## src/rtl/core_sequencer.sv

```systemverilog
// core_sequencer: multi-cycle fetch/decode/execute/memory/IO/writeback control FSM
module core_sequencer #(
    parameter int         IMEM_LATENCY  = 2,
    parameter logic [2:0] PC_SRC_FINISH = 3'b100,
    parameter int         CNT_W         = 32
) (
    input  logic             clk,
    input  logic             rstn,
    input  logic             run,
    input  logic             reg_write_enable,
    input  logic             ram_read,
    input  logic             ram_write_enable,
    input  logic             stdin_read_enable,
    input  logic             stdout_write_enable,
    input  logic [2:0]       next_pc_src,
    input  logic             alu_multicycle,
    input  logic             alu_done,
    input  logic             ram_ready,
    input  logic             stdin_valid,
    input  logic             stdout_ready,
    output logic             ir_write,
    output logic             alu_start,
    output logic             ram_req,
    output logic             ram_we,
    output logic             stdin_pop,
    output logic             stdout_push,
    output logic             rf_we,
    output logic             pc_we,
    output logic             busy,
    output logic             finished,
    output logic [CNT_W-1:0] retired,
    output logic [2:0]       state
);

    typedef enum logic [2:0] {
        IDLE   = 3'd0,
        FETCH  = 3'd1,
        DECODE = 3'd2,
        EXEC   = 3'd3,
        MEM    = 3'd4,
        IO     = 3'd5,
        WB     = 3'd6,
        HALT   = 3'd7
    } state_e;

    localparam int CW = (IMEM_LATENCY > 1) ? $clog2(IMEM_LATENCY) : 1;

    state_e           state_q, state_d;
    logic [CW-1:0]    cnt_q, cnt_d;
    logic             first_q, first_d;
    logic [CNT_W-1:0] retired_q, retired_d;
    logic             io_go;

    // State, fetch counter, first-EXEC-cycle flag and retired count registers
    always_ff @(posedge clk or negedge rstn) begin
        if (!rstn) begin
            state_q   <= IDLE;
            cnt_q     <= '0;
            first_q   <= 1'b0;
            retired_q <= '0;
        end else begin
            state_q   <= state_d;
            cnt_q     <= cnt_d;
            first_q   <= first_d;
            retired_q <= retired_d;
        end
    end

    // Next-state and Moore/handshake strobes; the first EXEC cycle masks alu_done
    always_comb begin
        state_d     = state_q;
        cnt_d       = cnt_q;
        first_d     = 1'b0;
        retired_d   = retired_q;
        ir_write    = 1'b0;
        alu_start   = 1'b0;
        ram_req     = 1'b0;
        ram_we      = 1'b0;
        stdin_pop   = 1'b0;
        stdout_push = 1'b0;
        rf_we       = 1'b0;
        pc_we       = 1'b0;
        finished    = 1'b0;
        io_go       = stdin_read_enable ? stdin_valid : stdout_ready;
        case (state_q)
            IDLE: state_d = run ? FETCH : IDLE;
            FETCH: begin
                ir_write = (cnt_q == CW'(IMEM_LATENCY - 1));
                cnt_d    = ir_write ? '0 : cnt_q + CW'(1);
                state_d  = ir_write ? DECODE : FETCH;
            end
            DECODE: begin
                first_d = 1'b1;
                state_d = (next_pc_src == PC_SRC_FINISH) ? HALT : EXEC;
            end
            EXEC: begin
                alu_start = alu_multicycle & first_q;
                if (!alu_multicycle || (!first_q && alu_done))
                    state_d = (ram_read | ram_write_enable) ? MEM :
                              (stdin_read_enable | stdout_write_enable) ? IO : WB;
            end
            MEM: begin
                ram_req = 1'b1;
                ram_we  = ram_write_enable;
                state_d = ram_ready ? WB : MEM;
            end
            IO: begin
                stdin_pop   = stdin_read_enable & stdin_valid;
                stdout_push = !stdin_read_enable & stdout_ready;
                state_d     = io_go ? WB : IO;
            end
            WB: begin
                rf_we     = reg_write_enable;
                pc_we     = 1'b1;
                retired_d = retired_q + CNT_W'(1);
                state_d   = FETCH;
            end
            HALT: finished = 1'b1;
            default: state_d = IDLE;
        endcase
    end

    assign busy    = (state_q != IDLE) && (state_q != HALT);
    assign retired = retired_q;
    assign state   = state_q;

endmodule

```

## config.mk

```make
export PLATFORM = sky130hd
export DESIGN_NAME = core_sequencer
export DESIGN_NICKNAME = d
export VERILOG_FILES = /design/src/rtl/core_sequencer.sv
export SDC_FILE = /design/constraint.sdc
export NUM_CORES = 1
export LEC_CHECK = 0
export CORE_AREA = 2 2 66 68
export CTS_CLUSTER_DIAMETER = 120
export DETAILED_ROUTE_END_ITERATION = 8
export DIE_AREA = 0 0 68 70
export GPL_TIMING_DRIVEN = 1
export HOLD_SLACK_MARGIN = 0.08
export PLACE_DENSITY_LB_ADDON = 0.05
export SLEW_MARGIN = 20
export SYNTH_ARGS = -nofsm -noshare
export SYNTH_HDL_FRONTEND = slang
export SYNTH_SLANG_ARGS = --single-unit
export TNS_END_PERCENT = 30
```

## constraint.sdc

```tcl
create_clock -name clk -period 3.2 [get_ports clk]
set_clock_uncertainty 0.1 [all_clocks]
set_input_delay 0.64 -clock clk [delete_from_list [all_inputs] [get_ports clk]]
set_output_delay 0.64 -clock clk [all_outputs]
set_load 0.05 [all_outputs]
```

Word level (Yosys, flattened, before mapping):

Index checks and enable logic that the tools add are counted.

* add/subtract/negate cells: 2
* bitwise operators: 5
* equality and inequality tests: 10
* reduce and logical (&&, ||, !) cells: 10
* mux-type cells: 21

Operators by type and width (count)
* 32-bit by 1-bit adder with 32-bit output, second input constant: 1
* 3-bit one-hot mux with 7 select lines: 1
* 3-bit equality test, second input constant: 5
* 1-bit two-way mux: 13
* 2-bit two-way mux: 5
* 7-bit nonzero test: 1
* 3-bit by 2-bit equality test with 1-bit output, second input constant: 2
* 3-bit two-way mux: 2
* 1-bit bitwise AND: 3
* 3-bit by 1-bit equality test with 1-bit output, second input constant: 1
* 1-bit zero test: 3
* 3-bit zero test: 1
* 3-bit inequality test, second input constant: 1
* 3-bit nonzero test: 1
* 1-bit logical AND: 2
* 2-bit inequality test, second input constant: 1
* 1-bit bitwise OR: 2
* 2-bit AND reduction: 1
* 1-bit adder, second input constant: 1
* 1-bit logical OR: 1

* bits in registers: 37
* logic and storage cells: 52

Depth between registers and ports, before layout:

* depth in word-level cells: 5
* depth in mapped cells: 6
* mapped depth without buffers: 5

Worst setup path before layout:

No wires, ideal clock.

* path kind: register to output
* start point: register state_q[2], in the netlist state[2]
* end point: output ram_we
* stages on the path, launching flop included: 4
* data arrival time: 2.647 ns
* path slack: -0.187 ns
* required time: 2.460 ns
* cells stage by stage: dfrtp_1 > buf_2 > nor3b_1 > and2_1

* longest elaborated chain between the ends: 2

Ends and longest elaborated chain
* start: declaration: RTL line 48 `state_e state_q, state_d;`
* start signal: assignment: RTL line 62 `state_q <= state_d;`
* 3-bit equality test: RTL line 85 `case (state_q)`
* 1-bit two-way mux: RTL line 85
* end: declaration: RTL line 24 `output logic ram_we,`

No other way between the ends.

Worst setup path after layout:

* start point: register state_q[0], in the netlist state[0]
* end point: output pc_we

* longest elaborated chain between the ends: 2

Ends and longest elaborated chain
* 3-bit equality test: RTL line 85
* 1-bit two-way mux: RTL line 85
* end: declaration: RTL line 28 `output logic pc_we,`

No other way between the ends.

==> flow_metrics.tcl <==
set metrics [dict create \
    status "finished clean" \
    end_kind "output pin" \
    initial_utilization_pct 45.71 \
    synth_area_leaders "dfrtp_1 49%, xnor2_1 11%, nand4_1 4.6%" \
    drc 0 \
    grt_pass1_vias 1652 \
    wire_per_inst_um 14.98 \
    setup_viol 0 \
    syn-instance-count 184 \
    p_leak_uw 0.001080 \
    syn_avg_cell_area_um2 10.30 \
    antenna_left 0 \
    synth-seq-cells 37 \
    tightest_slew_ns 0.8171 \
    hpwl_um 3316 \
    final_cell_mix "55 x clkdlybuf4s50_1, 36 x dfrtp_1, 24 x xnor2_1" \
    multi_input_area_um2 948.4 \
    coreArea_mm2 0.004144 \
    crit_buf_inv 2 \
    num_io_pins 61 \
    antenna_cells 0 \
    power_per_cell_area_mw_per_mm2 628.0 \
    routed_wirelength_um 4464 \
    start_kind "flip-flop" \
    critPathSlowestCell "clkdlybuf4s50_1" \
    clk_pin_slew_ns 0.07 \
    required_ns 2.46 \
    synthFlopType "dfrtp_1" \
    clockRootBuffer "clkbuf_8" \
    crit_chain "nand3b_2, inv_1, clkdlybuf4s50_1" \
    rsz0062_at_grt "no" \
    cts_setup_buffers 0 \
    num-fill-cells 343 \
    synth-warning-count 0 \
    grt_max_degree 38 \
    cts_max_level 2 \
    cts_tree "done" \
    relSlewSlack_pct 45.53 \
    syn_to_final_growth_pct 38.11 \
    p_total_uw 1643 \
    detailedPlace.worstSlack_ns 0.4080 \
    die_area_mm2 0.004760 \
    clock_path_buffers 2 \
    synth_top_area_share_pct 48.88 \
    gp_congestion 0.8126 \
    cts_made_buffers 5 \
    drv_slew 0 \
    regArea_um2 927.1 \
    overflow 0 \
    vias_per_cell 5.550 \
    yosysTopAreaCell "dfrtp_1" \
    min_period_ns 2.961 \
    num_rows 24 \
    port_buffers 60 \
    netlist_area_mm2 0.001894 \
    synth_nets 201 \
    min_period_over_period_pct 92.53 \
    ys_seq_area_share_pct 48.88 \
    cp_slowest_stage_delay_ns 0.82 \
    die_h_um 70 \
    final_common_cell "clkdlybuf4s50_1" \
    synth.distinct_cells 33 \
    fmax_mhz 337.7 \
    antenna_found_initial 0 \
    hold_viol 0 \
    fin_nets 264 \
    grtUsageTotal_pct 20.46 \
    ys_async_sr_fraction_pct 100.0 \
    path_max_fanout 15 \
    die_w_um 68 \
    max-cap-violations 0 \
    synth_edf_count 0 \
    ir_drop_mv 0.4980 \
    fin_ws_ns 0.2389 \
    worstSkewPairLatency_ns 0.29 \
    crit_type "reg -> out" \
    drt_iter0_markers 103 \
    cp_top_family "buffers and inverters" \
    hp-class "in -> async" \
    drtPass1Iterations 5 \
    crit_arrival_ns 2.22 \
    drive_above_1_share_pct 10.16 \
    cts_sinks 37 \
    grt_first_pass_wirelength_um 7493 \
    vias 1654 \
]
==> sequential cells by signal, summed over array words and instances, names as in the netlist <==
register	cells
first_q	1
state	3
retired	32
cnt_q	1
==> worst reg2reg max path: stages, from the launching register on <==
cell      delay, ns
dfrtp_1        0.54
nand3b_2       0.39
nor4_2         0.67
nand4_1        0.21
xnor2_1        0.18
==> power by group <==
group / total [µW] / internal (µW) / switching (µW)
registers: 633 / 524 / 109
clock network: 298 / 143 / 155
logic: 712 / 265 / 447
==> Yosys cell counts (all sizes together), types with 2 or more instances <==
library cell / number
nand3b: 4
clkbuf: 3
nor4b: 2
nand2: 20
xor2: 8
buf: 2
nand3: 14
xnor2: 24
nand2b: 2
dfrtp: 37
nor3: 6
nor2: 10
mux2: 2
and2: 3
or2: 3
a21oi: 4
nand4: 14
and4: 2
o21a: 2
nor4: 8
and3: 6
==> worst paths after layout <==
| kind | from | endpoint | slack [ns] | cells after the start |
|---|---|---|---|---|
| setup / recovery | state[0] | pc_we | 0.24 | 3 |
| hold / removal | rstn | retired[31] | 0.34 | 1 |
| setup reg to reg | state[0] | retired[26] | 1.00 | 4 |
| hold reg to reg | retired[31] | retired[31] | 0.36 | 1 |
| max in group asynchronous | rstn | state[1] | 2.10 | 1 |
| min in group clk | retired[31] | retired[31] | 0.36 | 1 |
==> through the flow <==
step	hold WS, ns	cell area (µm²)	cells	setup TNS (ns)	utilization, %
final	0.3404	2616	298	0	63.13
after global routing	0.3783	2616	298	0	63.13
after CTS	0.3718	2613	298	0	63.04
after detailed placement	0.3585	2539	292	0	61.26
after global placement	0.3564	2539	292	0	61.26
after floorplan	0.2444	1899	184	-0.1376	-
==> timing repair <==
| action | CTS | global route |
|---|---|---|
| hold buffers | 0 | 0 |
| setup endpoints to repair | 0 | 1 |
| resized for setup | 0 | 2 |
==> routing by layer <==
layer	share of wire [%]	up-vias	global-route usage (%)	wire (µm)
met5	0	-	0	0
met4	1.5	0	8.000	65
met3	5.1	7	3.543	229
met2	51	61	34.09	2295
met1	42	809	25.90	1874
li1	-	777	-	-
==> cells by family after synthesis <==
group	share of synthesized area, %
AND/OR/NAND/NOR	30.25
flip-flops	48.88
XOR/XNOR	14.80
AO/OA/AOI/OAI	2.906
buffers and inverters	1.321
multiplexers	1.189
adder cells (fa/ha/maj)	0.6604
==> cell type report <==
type / count / area share [%]
clock buffer: 5 / 2.630
clock inverter: 1 / 0.1913
inverter: 1 / 0.1435
multi-input combinational: 141 / 36.25
sequential: 37 / 35.44
tap: 52 / 2.487
timing repair buffer: 61 / 22.86
Note: power is estimated with default switching activity, not from simulation.
